==> config.mk <==
export PLATFORM = sky130hd
export DESIGN_NAME = vga_fb_arbiter_flat
export DESIGN_NICKNAME = d
export VERILOG_FILES = /design/src/rtl/vga_fb_arbiter_if.sv /design/src/rtl/vga_fb_arbiter.sv /design/src/flat_wrapper.sv
export SDC_FILE = /design/constraint.sdc
export NUM_CORES = 1
export LEC_CHECK = 0
export ABC_AREA = 0
export CELL_PAD_IN_SITES_DETAIL_PLACEMENT = 0
export CELL_PAD_IN_SITES_GLOBAL_PLACEMENT = 2
export CORE_MARGIN = 2
export CORE_UTILIZATION = 20
export CTS_CLUSTER_DIAMETER = 30
export DETAILED_ROUTE_END_ITERATION = 10
export MAX_ROUTING_LAYER = met4
export PLACE_DENSITY_LB_ADDON = 0.1
export SETUP_SLACK_MARGIN = 0.02
export SLEW_MARGIN = 20
export SYNTH_ARGS = -nofsm -noshare
export SYNTH_HDL_FRONTEND = slang
export SYNTH_SLANG_ARGS = --single-unit
==> constraint.sdc <==
create_clock -name clock -period 2.9 [get_ports clock]
set_input_delay 0.87 -clock clock [delete_from_list [all_inputs] [get_ports clock]]
set_output_delay 0.87 -clock clock [all_outputs]
set_load 0.01 [all_outputs]
==> src/rtl/vga_fb_arbiter_if.sv <==
// Bundle of APB slave, scanout read port and SRAM port signals for vga_fb_arbiter.
// slave is the arbiter's view; master is the view of everything around it.
interface vga_fb_arbiter_if;
   logic [31:0] in_paddr;
   logic        in_psel;
   logic        in_penable;
   logic [2:0]  in_pprot;
   logic        in_pwrite;
   logic [31:0] in_pwdata;
   logic [3:0]  in_pstrb;
   logic        in_pready;
   logic [31:0] in_prdata;
   logic        in_pslverr;

   logic        scan_req;
   logic [18:0] scan_addr;
   logic        scan_gnt;
   logic        scan_rvalid;
   logic [31:0] scan_rdata;

   logic        mem_en;
   logic        mem_we;
   logic [18:0] mem_addr;
   logic [31:0] mem_wdata;
   logic [3:0]  mem_wstrb;
   logic [31:0] mem_rdata;

   modport slave (
      input  in_paddr, in_psel, in_penable, in_pprot, in_pwrite, in_pwdata, in_pstrb,
      output in_pready, in_prdata, in_pslverr,
      input  scan_req, scan_addr,
      output scan_gnt, scan_rvalid, scan_rdata,
      output mem_en, mem_we, mem_addr, mem_wdata, mem_wstrb,
      input  mem_rdata
   );

   modport master (
      output in_paddr, in_psel, in_penable, in_pprot, in_pwrite, in_pwdata, in_pstrb,
      input  in_pready, in_prdata, in_pslverr,
      output scan_req, scan_addr,
      input  scan_gnt, scan_rvalid, scan_rdata,
      input  mem_en, mem_we, mem_addr, mem_wdata, mem_wstrb,
      output mem_rdata
   );
endinterface

==> src/rtl/vga_fb_arbiter.sv <==
// Single-port framebuffer SRAM arbiter: scanout reads have priority, APB accesses
// are forced through after MAX_STARVE consecutive denied cycles.
module vga_fb_arbiter #(
   parameter logic [31:0] FB_BASE    = 32'h2100_0000,
   parameter int unsigned FB_WORDS   = 307200,
   parameter int unsigned MAX_STARVE = 4
) (
   input logic             clock,
   input logic             reset,
   vga_fb_arbiter_if.slave bus
);
   localparam int SW = (MAX_STARVE < 1) ? 1 : $clog2(MAX_STARVE + 1);
   // Exclusive end address, widened so a window touching 4 GiB cannot wrap.
   localparam logic [32:0] FB_END = {1'b0, FB_BASE} + (33'(FB_WORDS) << 2);

   typedef enum logic [1:0] {
      IDLE = 2'd0,
      REQ  = 2'd1,
      DATA = 2'd2,
      DONE = 2'd3
   } state_t;

   state_t        r_state;
   logic [31:0]   r_paddr;
   logic [31:0]   r_pwdata;
   logic          r_pwrite;
   logic [3:0]    r_pstrb;
   logic [SW-1:0] r_starve_cnt;
   logic          r_pready;
   logic          r_pslverr;
   logic [31:0]   r_prdata;
   logic          r_scan_rvalid;

   logic [31:0]   w_offset;
   logic [18:0]   w_index;
   logic          w_in_range;
   logic          w_starved;
   logic          w_apb_req;
   logic          w_apb_gnt;
   logic          w_scan_gnt;
   logic          w_unused;

   assign w_offset   = r_paddr - FB_BASE;
   assign w_index    = w_offset[20:2];
   assign w_in_range = (r_paddr >= FB_BASE) && ({1'b0, r_paddr} < FB_END) &&
                       (r_paddr[1:0] == 2'b00);
   assign w_starved  = (r_starve_cnt == SW'(MAX_STARVE));

   // Reset gates both requesters so the SRAM sees nothing during the reset cycle.
   assign w_apb_req  = !reset && (r_state == REQ) && w_in_range;
   assign w_apb_gnt  = w_apb_req && (!bus.scan_req || w_starved);
   assign w_scan_gnt = !reset && bus.scan_req && !w_apb_gnt;

   always_comb begin
      bus.mem_en    = 1'b0;
      bus.mem_we    = 1'b0;
      bus.mem_addr  = '0;
      bus.mem_wdata = '0;
      bus.mem_wstrb = '0;
      if (w_scan_gnt) begin
         bus.mem_en   = 1'b1;
         bus.mem_addr = bus.scan_addr;
      end else if (w_apb_gnt) begin
         bus.mem_en    = 1'b1;
         bus.mem_we    = r_pwrite;
         bus.mem_addr  = w_index;
         bus.mem_wdata = r_pwrite ? r_pwdata : 32'd0;
         bus.mem_wstrb = r_pwrite ? r_pstrb : 4'd0;
      end
   end

   always_ff @(posedge clock) begin
      if (reset) begin
         r_state       <= IDLE;
         r_paddr       <= '0;
         r_pwdata      <= '0;
         r_pwrite      <= 1'b0;
         r_pstrb       <= '0;
         r_starve_cnt  <= '0;
         r_pready      <= 1'b0;
         r_pslverr     <= 1'b0;
         r_prdata      <= '0;
         r_scan_rvalid <= 1'b0;
      end else begin
         r_scan_rvalid <= w_scan_gnt;
         r_pready      <= 1'b0;

         if (w_apb_gnt) begin
            r_starve_cnt <= '0;
         end else if (w_apb_req && !w_starved) begin
            r_starve_cnt <= r_starve_cnt + 1'b1;
         end

         case (r_state)
            IDLE: begin
               if (bus.in_psel && !bus.in_penable) begin
                  r_paddr  <= bus.in_paddr;
                  r_pwrite <= bus.in_pwrite;
                  r_pwdata <= bus.in_pwdata;
                  r_pstrb  <= bus.in_pstrb;
                  r_state  <= REQ;
               end
            end
            REQ: begin
               if (!w_in_range) begin
                  r_state   <= DONE;
                  r_pready  <= 1'b1;
                  r_pslverr <= 1'b1;
               end else if (w_apb_gnt) begin
                  r_state <= DATA;
               end
            end
            DATA: begin
               // SRAM read data arrives the cycle after the granted access.
               if (!r_pwrite) begin
                  r_prdata <= bus.mem_rdata;
               end
               r_state   <= DONE;
               r_pready  <= 1'b1;
               r_pslverr <= 1'b0;
            end
            DONE: begin
               r_state   <= IDLE;
               r_pslverr <= 1'b0;
            end
            default: r_state <= IDLE;
         endcase
      end
   end

   assign bus.in_pready   = r_pready;
   assign bus.in_pslverr  = r_pslverr;
   assign bus.in_prdata   = r_prdata;
   assign bus.scan_gnt    = w_scan_gnt;
   assign bus.scan_rvalid = r_scan_rvalid;
   assign bus.scan_rdata  = bus.mem_rdata;

   assign w_unused = ^{bus.in_pprot, w_offset[31:21], w_offset[1:0]};
endmodule
==> src/flat_wrapper.sv <==
// flat-port wrapper written by rule: the top's interface ports become plain ports
module vga_fb_arbiter_flat 
#(
   parameter logic [31:0] FB_BASE    = 32'h2100_0000,
   parameter int unsigned FB_WORDS   = 307200,
   parameter int unsigned MAX_STARVE = 4
)
  (clock, reset, bus_in_paddr, bus_in_psel, bus_in_penable, bus_in_pprot, bus_in_pwrite, bus_in_pwdata, bus_in_pstrb, bus_in_pready, bus_in_prdata, bus_in_pslverr, bus_scan_req, bus_scan_addr, bus_scan_gnt, bus_scan_rvalid, bus_scan_rdata, bus_mem_en, bus_mem_we, bus_mem_addr, bus_mem_wdata, bus_mem_wstrb, bus_mem_rdata);
  vga_fb_arbiter_if bus_i ();
  input logic clock;
  input logic reset;
  input wire logic [$bits(bus_i.in_paddr)-1:0] bus_in_paddr;
  input wire logic [$bits(bus_i.in_psel)-1:0] bus_in_psel;
  input wire logic [$bits(bus_i.in_penable)-1:0] bus_in_penable;
  input wire logic [$bits(bus_i.in_pprot)-1:0] bus_in_pprot;
  input wire logic [$bits(bus_i.in_pwrite)-1:0] bus_in_pwrite;
  input wire logic [$bits(bus_i.in_pwdata)-1:0] bus_in_pwdata;
  input wire logic [$bits(bus_i.in_pstrb)-1:0] bus_in_pstrb;
  output wire logic [$bits(bus_i.in_pready)-1:0] bus_in_pready;
  output wire logic [$bits(bus_i.in_prdata)-1:0] bus_in_prdata;
  output wire logic [$bits(bus_i.in_pslverr)-1:0] bus_in_pslverr;
  input wire logic [$bits(bus_i.scan_req)-1:0] bus_scan_req;
  input wire logic [$bits(bus_i.scan_addr)-1:0] bus_scan_addr;
  output wire logic [$bits(bus_i.scan_gnt)-1:0] bus_scan_gnt;
  output wire logic [$bits(bus_i.scan_rvalid)-1:0] bus_scan_rvalid;
  output wire logic [$bits(bus_i.scan_rdata)-1:0] bus_scan_rdata;
  output wire logic [$bits(bus_i.mem_en)-1:0] bus_mem_en;
  output wire logic [$bits(bus_i.mem_we)-1:0] bus_mem_we;
  output wire logic [$bits(bus_i.mem_addr)-1:0] bus_mem_addr;
  output wire logic [$bits(bus_i.mem_wdata)-1:0] bus_mem_wdata;
  output wire logic [$bits(bus_i.mem_wstrb)-1:0] bus_mem_wstrb;
  input wire logic [$bits(bus_i.mem_rdata)-1:0] bus_mem_rdata;
  assign bus_i.in_paddr = bus_in_paddr;
  assign bus_i.in_psel = bus_in_psel;
  assign bus_i.in_penable = bus_in_penable;
  assign bus_i.in_pprot = bus_in_pprot;
  assign bus_i.in_pwrite = bus_in_pwrite;
  assign bus_i.in_pwdata = bus_in_pwdata;
  assign bus_i.in_pstrb = bus_in_pstrb;
  assign bus_in_pready = bus_i.in_pready;
  assign bus_in_prdata = bus_i.in_prdata;
  assign bus_in_pslverr = bus_i.in_pslverr;
  assign bus_i.scan_req = bus_scan_req;
  assign bus_i.scan_addr = bus_scan_addr;
  assign bus_scan_gnt = bus_i.scan_gnt;
  assign bus_scan_rvalid = bus_i.scan_rvalid;
  assign bus_scan_rdata = bus_i.scan_rdata;
  assign bus_mem_en = bus_i.mem_en;
  assign bus_mem_we = bus_i.mem_we;
  assign bus_mem_addr = bus_i.mem_addr;
  assign bus_mem_wdata = bus_i.mem_wdata;
  assign bus_mem_wstrb = bus_i.mem_wstrb;
  assign bus_i.mem_rdata = bus_mem_rdata;
  vga_fb_arbiter #(.FB_BASE(FB_BASE), .FB_WORDS(FB_WORDS), .MAX_STARVE(MAX_STARVE)) u_core (.clock(clock), .reset(reset), .bus(bus_i));
endmodule
==> out/metrics.cfg, run 1 <==
[worst_setup_path]
critical_path.cell_chain = buf_2 > a21boi_4 > nor2_2 > and4bb_4 > buf_6 > buf_8 > buf_12 > buf_16 > and3_4 > buf_6
worst_path_dominant_cell_family = buffers and inverters
critPathMaxFanout = 5
worst-path-buf-inv = 6
critical_path_arrival_ns = 2.23
timing.critical_path.from_type = primary input
timing.critical_path.mode_cell = buf_6
cpMaxStageDelayCell = and4bb_4
timing.critical_path.to_type = output pin
crit_required_ns = 2.03
crit_path_largest_cell_delay_ns = 0.26
timing_worst_setup_path_type = primary input to output pin

[drt]
via_count = 4887
vias_per_cell = 4.19
detail_route.wl_per_cell_um = 14.6
drt_first_iter_violations = 164
drt_first_pass_iters = 4
postRouteAntennaNets = 0
drc = 0
wl_mm = 17.1

[power]
sw_frac_of_total_pct = 30.8
power_frac_clock_pct = 30.6
finalPower_mw = 4.52
powerDensity_nw_per_um2 = 550
p_leak_nw = 3.08
ir_worst_vdd_mv = 0.290
power.switching_mw = 1.39
power.share.combinational_pct = 29.1
power.internal_mw = 3.13
share_seq_of_total_power_pct = 40.3

[cts]
cts_root_buf = clkbuf_16
cts.hold.buffers_added = 0
worst_skew_pair.late_latency_ns = 0.36
cts_num_sinks = 109
number_of_buffers_inserted_during_clock_tree_synthesis = 9
h-tree-depth = 3
path_clk_slew_ns = 0.07
cts.path.max_buffers = 2
cts_tree = done

[placed_design]
dp_slack_ns = -0.785
io_buffers = 249
placed_area_um2 = 7440
post-dp-hpwl_mm = 11.0
routabilityCongestion = 0.713
placedCellCount = 1127

[layout]
seq_area_um2 = 2190
layout-drive-gt1-share_pct = 20.5
layout-area-overhead-vs-synth_pct = 75.0
final_cells = 1167
final_cell_area_excluding_filler_cells_um2 = 8230
finalNetCount = 974
fillCellCount = 2405
multi_input_combinational_cell_area_um2 = 2290

[die]
initial_util_pct = 20.2
ios = 253
dieHeight_um = 157
placeableCoreArea_um2 = 23300
die_w_um = 157
total_die_area_um2 = 24800
core.rowCount = 56

[timing]
report.final.hold_viol_count = 0
setup_ws_ns = -0.199
maxSlewViolCount = 0
fin_skew_ns = 0.00746
grt_setup_unrepaired = yes
min_period_ns = 3.10
setup_viol = 57
finalCritPeriodShare_pct = 107
finalSetupTns_ns = -6.68
tightestPinTransition_ns = 0.882
relSlewSlack_pct = 41.2
max_freq_mhz = 323

[job]
drv.max_cap_violation_count = 0

[yosys]
netlist_instances = 607
post_synth_instance_area_um2 = 4700
netlist-cell-type-count = 35
synth_warnings = 0
postSynthRegisterBits = 109
post_synthesis_area_per_instance_um2 = 7.75
synth_sequential_area_ratio_pct = 46.4
post_synthesis_net_count = 741

[status]
status = finished with violations
violated_checks = setup timing

[hold_path]
holdCritPathClass = flop to flop

[global_route]
track_usage_pct = 14.0
first_global_vias = 4932
antenna_found_initial = 3
pin_count_of_the_biggest_net_entering_global_routing = 76
grt_pass1_wl_mm = 26.1
grt.overflow.total = 0

==> cell usage in the layout, fill, tap and decap left out, types with 2 or more instances in the layout <==
| cell | count |
|---|---|
| nand2_1 | 205 |
| clkdlybuf4s50_1 | 189 |
| a21oi_1 | 106 |
| dfxtp_1 | 106 |
| buf_6 | 39 |
| and3_4 | 31 |
| buf_4 | 30 |
| buf_2 | 25 |
| a22o_1 | 19 |
| clkbuf_16 | 9 |
| buf_12 | 8 |
| inv_1 | 6 |
| nor2_1 | 6 |
| and3_1 | 5 |
| o21ai_0 | 5 |
| ha_1 | 5 |
| buf_16 | 5 |
| nor3_1 | 4 |
| diode_2 | 3 |
| nand3_1 | 3 |
| nand2b_1 | 3 |
| dfxtp_2 | 3 |
| a21boi_4 | 2 |
| nor2_2 | 2 |
| or3_1 | 2 |
| bufinv_16 | 2 |
==> sequential cells by signal, summed over array words and instances, names as in the netlist, 2 cells and up <==
| register | cells |
|---|---|
| u_core.r_paddr | 32 |
| u_core.r_pstrb | 4 |
| u_core.bus.in_prdata | 32 |
| u_core.r_starve_cnt | 3 |
| u_core.r_state | 2 |
| u_core.r_pwdata | 32 |
==> layer usage <==
layer	routed length (um)	global-route usage (%)
met2	7860	22.1
met3	1250	3.52
met1	7640	17.1
met4	303	5.54
met5	0	-
==> final timing paths <==
kind / start / to / slack, ns / cells after the start
worst max-delay path: bus_scan_req / bus_mem_wdata[20] / -0.20 / 10
worst min-delay path: u_core.bus.in_prdata[0]$_SDFFE_PP0P_ / u_core.bus.in_prdata[0]$_SDFFE_PP0P_ / 0.45 / 2
worst max register to register: u_core.r_paddr[30]$_SDFFE_PP0P_ / u_core.r_starve_cnt[2]$_SDFFE_PP0P_ / 0.91 / 8
worst min register to register: u_core.bus.in_prdata[0]$_SDFFE_PP0P_ / u_core.bus.in_prdata[0]$_SDFFE_PP0P_ / 0.45 / 2
==> logic make-up after synthesis <==
| logic type | synth area share (%) |
|---|---|
| adders and majority gates | 1.60 |
| DFF | 46.4 |
| muxes | 0.213 |
| AOI/OAI and AO/OA | 16.4 |
| buffers and inverters | 9.68 |
| and+or+nand+nor | 25.7 |
==> power groups by stage <==
stage	Combinational, mW	Sequential (mW)	Clock, mW
2_1_floorplan	0.652	1.87	0
3_3_place_gp	1.32	1.84	0
3_5_place_dp	1.34	1.85	0
4_1_cts	1.34	1.82	1.44
5_1_grt	1.48	1.85	1.50
6_report	1.32	1.82	1.38
==> metrics by stage <==
step	util [%]	hold slack, ns
after floorplan	-	0.432
after global placement	32.0	0.438
after detailed placement	32.0	0.442
after CTS	35.3	0.453
after global routing	35.4	0.470
final	35.4	0.454
==> cell type report <==
type                            count  share of cell area, %
Antenna cell                        3                 0.0912
Clock inverter                      5                   1.00
Inverter                            6                  0.274
Sequential cell                   109                   26.6
Timing Repair Buffer              298                   36.4
Clock buffer                       11                   2.95
Tap cell                          319                   4.85
Multi-Input combinational cell    416                   27.8
==> synth_stat cells <==
cell | instances | area (um2)
and4bb_2 | 1 | 12.5
nor3b_1 | 1 | 7.51
and3_1 | 36 | 225
clkbuf_1 | 35 | 131
nor2b_1 | 1 | 6.26
a21boi_1 | 2 | 15.0
or3b_1 | 1 | 8.76
buf_4 | 34 | 255
a31oi_1 | 1 | 6.26
a21oi_1 | 106 | 531
and2_1 | 1 | 6.26
nor4_2 | 1 | 12.5
nor2_1 | 8 | 30.0
or3_1 | 2 | 12.5
nand4b_1 | 1 | 8.76
buf_2 | 4 | 20.0
and4bb_1 | 1 | 12.5
ha_1 | 6 | 75.1
inv_1 | 6 | 22.5
nand2b_1 | 3 | 18.8
nand4_2 | 1 | 12.5
mux2i_1 | 1 | 10.0
dfxtp_1 | 109 | 2180
nor3_1 | 5 | 25.0
nand3_1 | 3 | 15.0
a22o_1 | 19 | 166
nand3b_1 | 1 | 7.51
o21ai_0 | 5 | 25.0
nand2_1 | 205 | 769
buf_1 | 1 | 3.75
o31ai_1 | 1 | 7.51
a211oi_1 | 1 | 7.51
buf_6 | 2 | 22.5
nor3b_4 | 1 | 18.8
a31oi_2 | 1 | 12.5
==> what timing repair did <==
action | in CTS | in global routing
pin swaps | 24 | 6
buffers inserted | 13 | 5
setup endpoints to repair | 58 | 58
resized for setup | 322 | 15
cloned | 8 | 0
==> worst register-to-register path: stages (launching register included) <==
cell and delay, ns:
dfxtp_2 0.33, nor4_4 0.31, nand4_4 0.13, buf_4 0.16, buf_4 0.12, buf_4 0.13, or3b_1 0.41, o21ai_0 0.18
a21oi_1 0.08
Power figures use the tool's default switching activity.
==> run 2: changes to the inputs <==
- CELL_PAD_IN_SITES_DETAIL_PLACEMENT: 0 -> default
- CELL_PAD_IN_SITES_GLOBAL_PLACEMENT: 2 -> default
- CORE_UTILIZATION: 20 -> 39
- PLACE_DENSITY: default -> 0.8
- PLACE_DENSITY_LB_ADDON: 0.1 -> default
==> run 2 against run 1 <==
The flow still finishes with violations (setup timing). Maximum frequency rose by 1.2%. Register-to-register slack improved by 0.18 ns. Global-route usage rose by 9.7 points. Final cell count fell by 16%. Critical path type is now flop to output pin. Critical endpoint is now bus_mem_addr[18]. Largest power group unchanged.
==> out/metrics.cfg, run 2 (synthesis gave the netlist of run 1 again) <==
[worst_setup_path]
crit_start = u_core.r_paddr[1]$_SDFFE_PP0P_
critPathMaxFanout = 5  ; unchanged
critPathCapture = bus_mem_addr[18]
timing.critical_path.to_type = output pin
timing.critical_path.from_type = flop
crit_required_ns = 2.03  ; about the same
timing.rr.end = u_core.r_starve_cnt[2]$_SDFFE_PP0P_
critical_path.reg2reg.startpoint = u_core.r_paddr[1]$_SDFFE_PP0P_
critical_path_arrival_ns = 2.19  ; -0.04 ns
timing_worst_setup_path_type = flop to output pin
r2r_cells = 6  ; -2
r2r_slack_ns = 1.09  ; +0.18 ns

[timing]
grt_setup_unrepaired = yes
fin_skew_ns = 0.00620  ; -0.00126 ns
maxSlewViolCount = 0  ; unchanged
relSlewSlack_pct = 52.2  ; +11 points
min_period_ns = 3.06  ; -0.0378 ns
finalCritPeriodShare_pct = 106  ; -1.3 points
report.final.hold_viol_count = 0  ; unchanged
max_freq_mhz = 327  ; +1.2%
tightestPinTransition_ns = 0.717  ; -0.164 ns
setup_ws_ns = -0.161  ; +0.0378 ns
setup_viol = 54  ; -5.3%

[drt]
drt_first_iter_violations = 175  ; +6.7%
drt_first_pass_iters = 4  ; unchanged
postRouteAntennaNets = 0  ; unchanged
detail_route.wl_per_cell_um = 15.5  ; +6.2%
wl_mm = 15.3  ; -10%
via_count = 4970  ; +1.7%
drc = 0  ; unchanged
vias_per_cell = 5.05  ; +20%

[layout]
postLayoutCoreUtil_pct = 65.8  ; +30 points
commonest_non_fill_non_tap_cell_in_the_layout = nand2_1
final_cell_mix = 205 x nand2_1, 189 x clkdlybuf4s50_1, 107 x dfxtp_1
fillCellCount = 967  ; -60%
final_cells = 985  ; -16%
layout-area-overhead-vs-synth_pct = 66.7
antenna-diode-count = 0  ; -3
finalNetCount = 967  ; -0.72%
layout-drive-gt1-share_pct = 18.7  ; -1.7 points

[cts]
cts_num_sinks = 109  ; unchanged
cts.path.max_buffers = 2  ; unchanged
path_clk_slew_ns = 0.07  ; about the same
number_of_buffers_inserted_during_clock_tree_synthesis = 9  ; unchanged
cts_root_buf = clkbuf_16
worst_skew_pair.late_latency_ns = 0.35  ; about the same
cts.hold.buffers_added = 0  ; unchanged
h-tree-depth = 3  ; unchanged
cts_tree = done

[power]
power.switching_mw = 1.33  ; -4.6%
share_seq_of_total_power_pct = 41.3  ; +1.0 points
p_leak_nw = 3.05  ; -0.91%
ir_worst_vdd_mv = 0.360  ; +24%
powerDensity_nw_per_um2 = 563  ; +2.4%
power.internal_mw = 3.09  ; -1.4%
power_frac_clock_pct = 29.5  ; -1.1 points
sw_frac_of_total_pct = 30.1  ; -0.70 points
power.share.combinational_pct = 29.1  ; about the same

[die]
initial_util_pct = 39.5  ; +19 points
dieHeight_um = 114  ; -28%
die_w_um = 114  ; -28%
placeableCoreArea_um2 = 11900  ; -49%
core.rowCount = 40  ; -29%
total_die_area_um2 = 13000  ; -48%
ios = 253  ; unchanged

[global_route]
first_global_vias = 4907  ; -0.51%
grt_pass1_wl_mm = 23.8  ; -8.8%
grt.overflow.total = 0  ; unchanged
pin_count_of_the_biggest_net_entering_global_routing = 73  ; -3.9%
antenna_found_initial = 0  ; -3
track_usage_pct = 23.7  ; +9.7 points

[status]
status = finished with violations
violated_checks = setup timing

[placed_design]
io_buffers = 249  ; unchanged
routabilityCongestion = 0.820  ; +15%
post-dp-hpwl_mm = 9.99  ; -9.1%
placedCellCount = 952  ; -16%

[job]
drv.max_cap_violation_count = 0  ; unchanged

[hold_path]
holdCritPathClass = flop to flop

-- run 2: worst min path at each step --
stage	start	endpoint	slack [ns]	cells past startpoint
after CTS	u_core.r_pwdata[10]$_SDFFE_PP0P_	u_core.r_pwdata[10]$_SDFFE_PP0P_	0.46	2
after global placement	u_core.r_pwdata[15]$_SDFFE_PP0P_	u_core.r_pwdata[15]$_SDFFE_PP0P_	0.44	2
after global routing	u_core.r_paddr[22]$_SDFFE_PP0P_	u_core.r_paddr[22]$_SDFFE_PP0P_	0.47	2
after floorplan	u_core.r_paddr[25]$_SDFFE_PP0P_	u_core.r_paddr[25]$_SDFFE_PP0P_	0.43	2
final	u_core.r_paddr[23]$_SDFFE_PP0P_	u_core.r_paddr[23]$_SDFFE_PP0P_	0.45	2
after detailed placement	u_core.r_pwdata[24]$_SDFFE_PP0P_	u_core.r_pwdata[24]$_SDFFE_PP0P_	0.44	2
-- run 2: power groups by stage --
stage	Clock (mW)	Sequential (mW)	Combinational [mW]
floorplan	0	1.87	0.652
global placement	0	1.83	1.21
detailed placement	0	1.85	1.26
CTS	1.33	1.82	1.29
global route	1.39	1.85	1.42
finish	1.30	1.83	1.29
-- run 2: repair_timing --
action | CTS | global route
buffers inserted | 11 | 3
setup endpoints to repair | 58 | 58
resized for setup | 309 | 6
pin swaps | 43 | 2
cloned | 8 | 1
-- run 2: layout make-up --
cell class                      instances  area [um2]  area share (%)
Clock buffer                           10         229            2.92
Clock inverter                          6        86.3            1.10
Inverter                                6        22.5           0.287
Multi-Input combinational cell        416        2250            28.7
Sequential cell                       109        2180            27.9
Tap cell                              147         184            2.35
Timing Repair Buffer                  291        2890            36.8
-- run 2: per-layer routing --
| metal | vias up | part of all wire (%) | GRT usage [%] |
|---|---|---|---|
| met5 | - | 0 | - |
| met4 | 0 | 2.1 | 9.59 |
| met3 | 25 | 6.1 | 5.10 |
| met2 | 161 | 52 | 41.4 |
| met1 | 2344 | 40 | 26.3 |
| li1 | 2440 | - | - |
-- run 2: worst max-delay path, stage by stage (launching register included) --
cell and delay, ns:
dfxtp_2 0.34, nor4_4 0.31, nand4_4 0.15, nor3b_4 0.26, a31oi_4 0.13, buf_12 0.17, buf_16 0.13, a22o_1 0.22
buf_2 0.14
-- run 2: per-stage QoR --
step	total power, mW	setup TNS [ns]	setup WS, ns	hold WS, ns	instance area (um2)
3_3_place_gp	3.05	-41.97	-0.766	0.438	7180
4_1_cts	4.44	-7.04	-0.198	0.456	7860
5_1_grt	4.65	-9.63	-0.234	0.469	7840
6_report	4.42	-5.26	-0.161	0.451	7840
2_1_floorplan	2.52	0	0.0959	0.432	4700
3_5_place_dp	3.11	-44.46	-0.826	0.442	7180
